### config.mk
export PLATFORM = sky130hd
export DESIGN_NAME = ula_driver
export DESIGN_NICKNAME = d
export VERILOG_FILES = /design/src/rtl/ula_pkg.sv /design/src/rtl/ula_cmd_fifo.sv /design/src/rtl/ula_driver.sv
export SDC_FILE = /design/constraint.sdc
export NUM_CORES = 1
export LEC_CHECK = 0
export CORE_MARGIN = 2
export CORE_UTILIZATION = 40
export DETAILED_ROUTE_END_ITERATION = 6
export SLEW_MARGIN = 20
export SYNTH_ARGS = -nofsm -noshare
export SYNTH_HDL_FRONTEND = slang
export SYNTH_SLANG_ARGS = --single-unit
### constraint.sdc
create_clock -name clk -period 2.8 [get_ports clk]
set_input_delay 0.42 -clock clk [delete_from_list [all_inputs] [get_ports clk]]
set_output_delay 0.42 -clock clk [all_outputs]
set_load 0.03 [all_outputs]
### src/rtl/ula_pkg.sv
// ---------------------------------------------------------------------------
// ula_pkg
// Shared types for the ULA initiator: operation codes, modo encodings, the
// 16-bit command record carried through the command queue, and the driver
// FSM state encoding.
// ---------------------------------------------------------------------------
package ula_pkg;

  // Operation codes. The meaning depends on modo: arithmetic name first,
  // logic name second.
  typedef enum logic [2:0] {
    OP_ADD_AND    = 3'b000,
    OP_SUB_NAND   = 3'b001,
    OP_INC_XOR    = 3'b010,
    OP_DEC_OR     = 3'b011,
    OP_PASSA_NOR  = 3'b100,
    OP_PASSA_XNOR = 3'b101,
    OP_PASSA_NOTA = 3'b110,
    OP_PASSA_PASS = 3'b111
  } ula_op_t;

  localparam logic MODO_LOGICA = 1'b1;
  localparam logic MODO_ARIT   = 1'b0;

  // One queued operation: {a, b, op, modo} = 6 + 6 + 3 + 1 bits.
  typedef struct packed {
    logic [5:0] a;
    logic [5:0] b;
    ula_op_t    op;
    logic       modo;
  } ula_cmd_t;

  typedef enum logic [2:0] {
    ST_IDLE    = 3'd0,
    ST_ISSUE   = 3'd1,
    ST_WAIT    = 3'd2,
    ST_CAPTURE = 3'd3,
    ST_RESP    = 3'd4
  } drv_state_t;

endpackage

### src/rtl/ula_cmd_fifo.sv
// ---------------------------------------------------------------------------
// ula_cmd_fifo
// Synchronous first-word-fall-through queue of ula_cmd_t records.
// Ports:
//   clk, rst_n      clock, asynchronous active-low reset
//   push_i, din_i   write request and data (ignored when full)
//   pop_i           read request (ignored when empty)
//   dout_o          head entry, valid whenever empty_o is low
//   full_o/empty_o  occupancy status
// ---------------------------------------------------------------------------
module ula_cmd_fifo
  import ula_pkg::*;
#(
  parameter int DEPTH = 4
) (
  input  logic     clk,
  input  logic     rst_n,
  input  logic     push_i,
  input  ula_cmd_t din_i,
  input  logic     pop_i,
  output ula_cmd_t dout_o,
  output logic     full_o,
  output logic     empty_o
);

  localparam int AW = (DEPTH > 1) ? $clog2(DEPTH) : 1;
  localparam logic [AW:0]   DEPTH_C  = DEPTH[AW:0];
  localparam logic [AW:0]   CNT_ONE  = {{AW{1'b0}}, 1'b1};
  localparam logic [AW-1:0] PTR_ONE  = {{(AW-1){1'b0}}, 1'b1};

  ula_cmd_t      mem_q [DEPTH];
  logic [AW-1:0] wr_ptr_q;
  logic [AW-1:0] rd_ptr_q;
  logic [AW:0]   count_q;
  logic [AW:0]   count_d;
  logic          push_en_s;
  logic          pop_en_s;

  assign full_o    = (count_q == DEPTH_C);
  assign empty_o   = (count_q == {(AW+1){1'b0}});
  assign push_en_s = push_i & ~full_o;
  assign pop_en_s  = pop_i & ~empty_o;
  assign dout_o    = mem_q[rd_ptr_q];

  // Occupancy update; a simultaneous push and pop leaves it unchanged.
  always_comb begin
    count_d = count_q;
    case ({push_en_s, pop_en_s})
      2'b10:   count_d = count_q + CNT_ONE;
      2'b01:   count_d = count_q - CNT_ONE;
      default: count_d = count_q;
    endcase
  end

  // Storage, pointers and occupancy registers.
  always_ff @(posedge clk or negedge rst_n) begin
    if (!rst_n) begin
      for (int i = 0; i < DEPTH; i++) begin
        mem_q[i] <= '0;
      end
      wr_ptr_q <= '0;
      rd_ptr_q <= '0;
      count_q  <= '0;
    end else begin
      if (push_en_s) begin
        mem_q[wr_ptr_q] <= din_i;
        wr_ptr_q        <= wr_ptr_q + PTR_ONE;
      end
      if (pop_en_s) begin
        rd_ptr_q <= rd_ptr_q + PTR_ONE;
      end
      count_q <= count_d;
    end
  end

endmodule

### src/rtl/ula_driver.sv
// ---------------------------------------------------------------------------
// ula_driver
// Initiator for a 6-bit ULA. Host commands are queued, issued one at a time
// to the ULA, held for LATENCY cycles while the ULA's registered result and
// lagging zero flag settle, captured, and returned on a valid/ready channel.
// Also counts completed operations and those that overflowed.
// Ports:
//   clk, reset_n                 clock, asynchronous active-low reset
//   cmd_valid/cmd_ready          command handshake
//   cmd_a/b/op/modo              command fields
//   rsp_valid/rsp_ready          response handshake
//   rsp_resultado/overflow/zero  captured ULA outputs
//   ula_a/b/operacao/modo        ULA operand/control inputs
//   ula_reset                    ULA synchronous reset (active high)
//   ula_resultado/overflow/zero  ULA outputs
//   op_count, ovf_count          wrapping statistics counters
// ---------------------------------------------------------------------------
module ula_driver
  import ula_pkg::*;
#(
  parameter int FIFO_DEPTH = 4,
  parameter int LATENCY    = 3,
  parameter int CNT_W      = 16
) (
  input  logic             clk,
  input  logic             reset_n,
  input  logic             cmd_valid,
  output logic             cmd_ready,
  input  logic [5:0]       cmd_a,
  input  logic [5:0]       cmd_b,
  input  logic [2:0]       cmd_op,
  input  logic             cmd_modo,
  output logic             rsp_valid,
  input  logic             rsp_ready,
  output logic [5:0]       rsp_resultado,
  output logic             rsp_overflow,
  output logic             rsp_zero,
  output logic [5:0]       ula_a,
  output logic [5:0]       ula_b,
  output logic [2:0]       ula_operacao,
  output logic             ula_modo,
  output logic             ula_reset,
  input  logic [5:0]       ula_resultado,
  input  logic             ula_overflow,
  input  logic             ula_zero,
  output logic [CNT_W-1:0] op_count,
  output logic [CNT_W-1:0] ovf_count
);

  localparam int WAIT_W = (LATENCY > 1) ? $clog2(LATENCY) : 1;
  localparam logic [WAIT_W-1:0] WAIT_LAST = WAIT_W'(LATENCY - 1);
  localparam logic [WAIT_W-1:0] WAIT_ONE  = WAIT_W'(1);
  localparam logic [CNT_W-1:0]  CNT_ONE   = CNT_W'(1);

  drv_state_t        state_q, state_d;
  logic [WAIT_W-1:0] wait_cnt_q, wait_cnt_d;
  logic [5:0]        ula_a_q, ula_a_d;
  logic [5:0]        ula_b_q, ula_b_d;
  ula_op_t           ula_op_q, ula_op_d;
  logic              ula_modo_q, ula_modo_d;
  logic              rsp_valid_q, rsp_valid_d;
  logic [5:0]        rsp_res_q, rsp_res_d;
  logic              rsp_ovf_q, rsp_ovf_d;
  logic              rsp_zero_q, rsp_zero_d;
  logic [CNT_W-1:0]  op_cnt_q, op_cnt_d;
  logic [CNT_W-1:0]  ovf_cnt_q, ovf_cnt_d;
  logic [1:0]        rst_hold_q, rst_hold_d;
  logic              ula_reset_q, ula_reset_d;

  ula_cmd_t          cmd_s;
  ula_cmd_t          fifo_head_s;
  logic              fifo_full_s;
  logic              fifo_empty_s;
  logic              fifo_pop_s;
  logic              fifo_push_s;

  // Commands are refused while the queue is full and while the ULA is still
  // being held in reset.
  assign cmd_ready   = ~fifo_full_s & ~ula_reset_q;
  assign fifo_push_s = cmd_valid & cmd_ready;

  assign rsp_valid     = rsp_valid_q;
  assign rsp_resultado = rsp_res_q;
  assign rsp_overflow  = rsp_ovf_q;
  assign rsp_zero      = rsp_zero_q;
  assign ula_a         = ula_a_q;
  assign ula_b         = ula_b_q;
  assign ula_operacao  = ula_op_q;
  assign ula_modo      = ula_modo_q;
  assign ula_reset     = ula_reset_q;
  assign op_count      = op_cnt_q;
  assign ovf_count     = ovf_cnt_q;

  // Pack the host command fields into a queue record.
  always_comb begin
    cmd_s.a    = cmd_a;
    cmd_s.b    = cmd_b;
    cmd_s.op   = ula_op_t'(cmd_op);
    cmd_s.modo = cmd_modo;
  end

  ula_cmd_fifo #(
    .DEPTH (FIFO_DEPTH)
  ) u_fifo (
    .clk     (clk),
    .rst_n   (reset_n),
    .push_i  (fifo_push_s),
    .din_i   (cmd_s),
    .pop_i   (fifo_pop_s),
    .dout_o  (fifo_head_s),
    .full_o  (fifo_full_s),
    .empty_o (fifo_empty_s)
  );

  // ULA reset stretch: stays high through the first two edges after release
  // and drops on the third, so the ULA sees at least two synchronous resets.
  always_comb begin
    if (rst_hold_q != 2'd0) begin
      rst_hold_d = rst_hold_q - 2'd1;
    end else begin
      rst_hold_d = 2'd0;
    end
    ula_reset_d = (rst_hold_d != 2'd0);
  end

  // Reset-stretch registers.
  always_ff @(posedge clk or negedge reset_n) begin
    if (!reset_n) begin
      rst_hold_q  <= 2'd3;
      ula_reset_q <= 1'b1;
    end else begin
      rst_hold_q  <= rst_hold_d;
      ula_reset_q <= ula_reset_d;
    end
  end

  // FSM next state plus datapath next values. ULA inputs change only in
  // ISSUE, so they are stable through WAIT/CAPTURE and keep the last issued
  // command while idle or waiting on the host.
  always_comb begin
    state_d     = state_q;
    fifo_pop_s  = 1'b0;
    wait_cnt_d  = wait_cnt_q;
    ula_a_d     = ula_a_q;
    ula_b_d     = ula_b_q;
    ula_op_d    = ula_op_q;
    ula_modo_d  = ula_modo_q;
    rsp_valid_d = rsp_valid_q;
    rsp_res_d   = rsp_res_q;
    rsp_ovf_d   = rsp_ovf_q;
    rsp_zero_d  = rsp_zero_q;
    op_cnt_d    = op_cnt_q;
    ovf_cnt_d   = ovf_cnt_q;
    case (state_q)
      ST_IDLE: begin
        if (!fifo_empty_s) begin
          state_d = ST_ISSUE;
        end else begin
          state_d = ST_IDLE;
        end
      end
      ST_ISSUE: begin
        fifo_pop_s = 1'b1;
        ula_a_d    = fifo_head_s.a;
        ula_b_d    = fifo_head_s.b;
        ula_op_d   = fifo_head_s.op;
        ula_modo_d = fifo_head_s.modo;
        wait_cnt_d = '0;
        state_d    = ST_WAIT;
      end
      ST_WAIT: begin
        if (wait_cnt_q == WAIT_LAST) begin
          state_d = ST_CAPTURE;
        end else begin
          wait_cnt_d = wait_cnt_q + WAIT_ONE;
        end
      end
      ST_CAPTURE: begin
        rsp_res_d   = ula_resultado;
        rsp_ovf_d   = ula_overflow;
        rsp_zero_d  = ula_zero;
        rsp_valid_d = 1'b1;
        op_cnt_d    = op_cnt_q + CNT_ONE;
        if (ula_overflow) begin
          ovf_cnt_d = ovf_cnt_q + CNT_ONE;
        end else begin
          ovf_cnt_d = ovf_cnt_q;
        end
        state_d = ST_RESP;
      end
      ST_RESP: begin
        if (rsp_ready) begin
          rsp_valid_d = 1'b0;
          if (!fifo_empty_s) begin
            state_d = ST_ISSUE;
          end else begin
            state_d = ST_IDLE;
          end
        end else begin
          state_d = ST_RESP;
        end
      end
      default: begin
        state_d = ST_IDLE;
      end
    endcase
  end

  // FSM state and datapath registers.
  always_ff @(posedge clk or negedge reset_n) begin
    if (!reset_n) begin
      state_q     <= ST_IDLE;
      wait_cnt_q  <= '0;
      ula_a_q     <= 6'd0;
      ula_b_q     <= 6'd0;
      ula_op_q    <= OP_ADD_AND;
      ula_modo_q  <= 1'b0;
      rsp_valid_q <= 1'b0;
      rsp_res_q   <= 6'd0;
      rsp_ovf_q   <= 1'b0;
      rsp_zero_q  <= 1'b0;
      op_cnt_q    <= '0;
      ovf_cnt_q   <= '0;
    end else begin
      state_q     <= state_d;
      wait_cnt_q  <= wait_cnt_d;
      ula_a_q     <= ula_a_d;
      ula_b_q     <= ula_b_d;
      ula_op_q    <= ula_op_d;
      ula_modo_q  <= ula_modo_d;
      rsp_valid_q <= rsp_valid_d;
      rsp_res_q   <= rsp_res_d;
      rsp_ovf_q   <= rsp_ovf_d;
      rsp_zero_q  <= rsp_zero_d;
      op_cnt_q    <= op_cnt_d;
      ovf_cnt_q   <= ovf_cnt_d;
    end
  end

endmodule

Yosys cells after proc, flatten, opt, wreduce, memory -nomap -nowiden --
Cells that the tools add are included.
Cells by class: add/sub/neg operators 8, multipliers 0, divide/modulo/power cells 0, order comparisons 3, equal/unequal tests 11, shift operators 0, muxes and demuxes 17, bitwise operators 9, reduce and logical (&&, ||, !) cells 11
Operators by type and width (number):
- $bwmux 64 | 1
- $mux 16 | 3
- $add 16x1->16 const B | 2
- $bmux 16 s2 | 1
- $demux 16 s2 | 1
- $pmux 3 s5 | 1
- $reduce_bool 2->1 | 5
- $add 2x1->2 const B | 3
- $eq 3x2->1 const B | 2
- $eq 3x3->1 const B | 2
- $ge 3x3->1 const B | 2
- $logic_not 3->1 | 2
- $mux 3 | 2
- $ne 2x2->1 const B | 3
- $not 2->3 | 2
- $pmux 3 s2 | 1
- $reduce_and 2->1 | 3
- $and 1x1->1 | 4
- $eq 2x2->1 const B | 2
- $mux 2 | 2
- $pmux 2 s2 | 1
- $add 3x1->3 const B | 1
- $eq 3x1->1 const B | 1
- $lt 3x1->1 const B | 1
- 7 further kinds | 11
Word-level totals: flip-flop bits (word level) 136, bits in latches 0, bits in writable memories 0, bits in read-only memories 0, word-level logic and storage cells 92, memories kept 0

Logic depth before layout (Yosys ltp) --
depth after elaboration 7, depth in mapped cells 9, depth with buffers taken out 9

By module --
From an unflattened synthesis, not the netlist that was laid out.
Second synthesis, totals: cells, all modules 426, area total of the unflattened synthesis 5926.9 sq um
By module, submodules not included:
- ula_cmd_fifo | instances 1, cells each 192, area each 3185.6 sq um, sequential area each 1776.7 sq um
- ula_driver | instances 1, cells each 234, area each 2741.4 sq um, sequential area each 1630.3 sq um

Worst setup path before layout --
OpenSTA, ideal clock, no wires.
kind reg2reg, start register state_q[2], end register u_fifo.count_q[2], data arrival time 2.154 ns, path slack 0.566 ns, stages on the path, launching flop included 10, path buffers 1, period minus slack after synthesis 2.234 ns, cell sequence dfrtp_1 > buf_2 > nor3b_2 > o31a_1 > ha_1 > inv_1 > fa_1 > xor2_1 > nor2_1 > xor2_1
Between the ends: word-level cells in the longest chain between the ends 5, elaborated cells between the ends (all ways) 7, classes of those cells 3 x eq/ne; 2 x mux; 1 x bitwise; 1 x reduce/logical
RTL lines:
- from (decl) | RTL line ula_driver.sv:55 | drv_state_t state_q, state_d;
- from (signal assigned) | RTL line ula_driver.sv:225 | state_q <= state_d;
- $eq 3x1->1 * | RTL line ula_driver.sv:154 | case (state_q)
- $mux 1 * | RTL line ula_driver.sv:154
- $and 1x1->1 * | RTL line ula_cmd_fifo.sv:42 | assign pop_en_s = pop_i & ~empty_o;
- via u_fifo.pop_en_s | RTL line ula_cmd_fifo.sv:37 | logic pop_en_s;
- $eq 2x1->1 / $eq 2x2->1 (equally long branches) | RTL line ula_cmd_fifo.sv:48 | case ({push_en_s, pop_en_s})
- $pmux 3 s2 / $reduce_bool 2->1 (equally long branches)
- to (signal assigned) | RTL line ula_cmd_fifo.sv:72 | count_q <= count_d;
- to (decl) | RTL line ula_cmd_fifo.sv:34 | logic [AW:0] count_q;
Mark *: on every way through the listed nets, which the timed path passes. The rest lies on a longest branch. A chain may end at the register's enable or synchronous reset.

Final worst setup path --
start register u_fifo.count_q[0], end output port cmd_ready
Between the ends: word-level cells in the longest chain between the ends 3
RTL lines:
- $eq 3x3->1 | RTL line ula_cmd_fifo.sv:39 | assign full_o = (count_q == DEPTH_C);
- $not 1->1 | RTL line ula_driver.sv:79 | assign cmd_ready = ~fifo_full_s & ~ula_reset_q;
- $and 1x1->1 | RTL line ula_driver.sv:79
- to (decl) | RTL line ula_driver.sv:28 | output logic cmd_ready,
No other way between the ends.

==> impl_results.md <==
- Overflow after GRT: 0
- Slew @ Worst Pin: 0.605 ns
- Min-Delay Path Class: reg2reg
- Vias: 3,557
- Net switching power: 2950 uW
- Via density: 5.05
- Internal power: 6330 uW
- Met1 Routed Length: 5420 um
- Largest net degree at the start of global routing: 65
- Total power: 9280 uW
- Sequential power share: 36.1%
- Height of the die: 127 um
- Buffers on Ports: 86
- Yosys cell types: 34
- H-tree depth: 4
- Initial antenna violation count: 0
- Post-Synthesis Cells: 409
- Yosys Warn Count: 0
- CTS Buf Count: 17
- Switch share: 31.8%
- Commonest register cell after synthesis: dfrtp_1
- Slew headroom: 59.3%
- Max VDD drop: 623 uV
- Clock Sinks: 136
- Fmax: 453 MHz
- Cts repair resizes: 0
- Nature of the critical path endpoint: output port
- Fin cells: 704
- Syn Area/Cell: 14.8 um^2
- Placed Cells: 672
- Worst-skew pair later-pin latency: 0.41 ns
- Final Hold Fails: 0
- Share of layout cells above drive strength 1: 29.4%
- Async SR Flop Fraction: 100%
- CTS root buf: clkbuf_16
- WS Path Type: reg2out
- Most frequent cells in the layout: dfrtp_1, clkdlybuf4s50_1, mux2_2, mux2_4, xnor2_1
- WP data required: 2.38 ns
- Routed wl met2: 5550 um
- GPL Wtd Cong: 0.720
- Pleak: 0.00346 uW
- Post-synthesis register bit count: 136
- Routed wire length: 11,600 um
- Iter 0 DRT Violations: 193
- Fin crit period: 2.21 ns
- Met3 Wirelength: 582 um
- GRT Total Usage: 15.7%
- Post-synth EDFFs: 0
- Vias in the first global route: 3,804
- Die Width: 127 um
- Clk pwr share: 24.8%
- Hold_ws: 0.371 ns
- Outcome: completed
- Total iterations of the first detailed-routing run: 4
- Die area: 0.0161 mm^2
- CTS tree: yes
- Fin. max-slew vios: 0
- Core area: 0.0146 mm^2
- Clock slew at reported path FFs: 0.05 ns
- Ant diodes: 0
- Post-synthesis sequential area ratio: 56.4%
- Final Setup Violations: 0
- Critical Path AT: 1.79 ns
- Num rows: 44
- Syn-to-layout area delta: 28.0%
- Power Density: 1200 mW/mm^2
- DRC violations left: 0
- Remaining antenna violation count: 0
- Nets@finish: 545
- Final Cycle Share: 78.9%
- Max Clock Skew: 0.00793 ns
- Max-cap viol count: 0
- Syn Nets: 446
- Netlist Area Pre-Place: 0.00604 mm^2
- Routed WL per cell: 16.5 um
- Setup total negative slack: 0 ns
- CP max FO: 5
- IO Count: 87
- Top sig layer: met4
- CTS max path bufs: 2
- CP Launch Type: flip-flop
- HPWL after DPL: 7330 um
- Initial Utilization: 41.3%
- First-pass GRT wire length: 19,700 um
- Gate power share: 39.1%
- Commonest non-fill, non-tap cell in the layout: dfrtp_1
- RSZ-0062 raised after global routing: no
[cell families after synthesis]
group	after synthesis	synth area share, %
AOI/OAI and AO/OA	13	1.33
buffers and inverters	24	2.28
adders and majority gates	9	1.99
and+or+nand+nor	84	7.47
xor gates and xnor gates	37	5.36
muxes	106	25.2
DFF	136	56.4
[state kept, by name (all words and copies together) (netlist names)]
register / count
rsp_zero: 1
ula_a: 6
ula_operacao: 3
u_fifo.wr_ptr_q: 2
u_fifo.mem_q: 64
u_fifo.rd_ptr_q: 2
wait_cnt_q: 2
rst_hold_q: 2
ula_reset: 1
u_fifo.count_q: 3
rsp_overflow: 1
ula_modo: 1
rsp_resultado: 6
op_count: 16
state_q: 3
ula_b: 6
ovf_count: 16
rsp_valid: 1
[power by group through the flow]
stage	clock [uW]	combinational (uW)	sequential [uW]
after floorplan	0	2280	3680
after global placement	0	3600	3330
after detailed placement	0	3660	3370
after CTS	2360	3690	3350
after global routing	2450	3900	3480
final	2300	3620	3350
[per-layer routing]
layer  up-vias  track usage, %
met1      1825            20.7
met5         -               0
met4         0            4.85
li1       1644               -
met3         7            5.19
met2        81            24.8
[critical path, cell delays in order, from the launching register on]
cell	delay (ns)
dfrtp_1	0.43
nor2_2	0.08
a21oi_1	0.17
clkdlybuf4s50_1	0.69
[synth_stat cells (5+ instances only)]
cell type  count  area [um^2]
dfrtp_1      133         3330
mux2_2        49          552
mux2_4        40          601
xnor2_1       24          210
nand2_1       21         78.8
mux4_2        16          360
nand3_1       15         75.1
xor2_1        13          114
nor2_1        11         41.3
inv_1         10         37.5
nor3_1         9         45.0
ha_1           8          100
a21oi_1        7         35.0
buf_2          5         25.0
[path summary, 6_finish.rpt]
path / startpoint / end / slack [ns] / cells after the start
max: u_fifo.count_q[0]$_DFFE_PN0P_ / cmd_ready / 0.59 / 3
max reg2reg: state_q[0]$_DFFE_PN0P_ / u_fifo.count_q[2]$_DFFE_PN0P_ / 0.59 / 8
max in group asynchronous: reset_n / rst_hold_q[1]$_DFF_PN1_ / 1.49 / 3
min reg2reg: rst_hold_q[1]$_DFF_PN1_ / ula_reset$_DFF_PN1_ / 0.37 / 0
min: rst_hold_q[1]$_DFF_PN1_ / ula_reset$_DFF_PN1_ / 0.37 / 0
min in group asynchronous: reset_n / op_count[12]$_DFFE_PN0N_ / 0.51 / 2
[final cells by class]
| type | instances | area (um^2) |
|---|---|---|
| inverters | 10 | 37.5 |
| well taps | 184 | 230 |
| clock buffers | 23 | 498 |
| flip-flops and latches | 136 | 3410 |
| clock inverters | 8 | 118 |
| fillers | 1197 | 6910 |
| repair buffers | 94 | 937 |
| multi-input cells | 249 | 2500 |
[per-stage QoR]
stage / setup slack (ns) / cell area [um^2] / util, %
after detailed placement: 0.621 / 7110 / 48.5
final: 0.592 / 7730 / 52.8
after CTS: 0.547 / 7730 / 52.8
after global placement: 0.674 / 7110 / 48.5
after global routing: 0.393 / 7730 / 52.8
after floorplan: 0.566 / 6040 / -
[timing repair]
action,CTS,global route
hold buffers,1,0
buffers inserted,0,0
endpoints found under the hold margin,49,0
(Power assumes the default switching activity.)
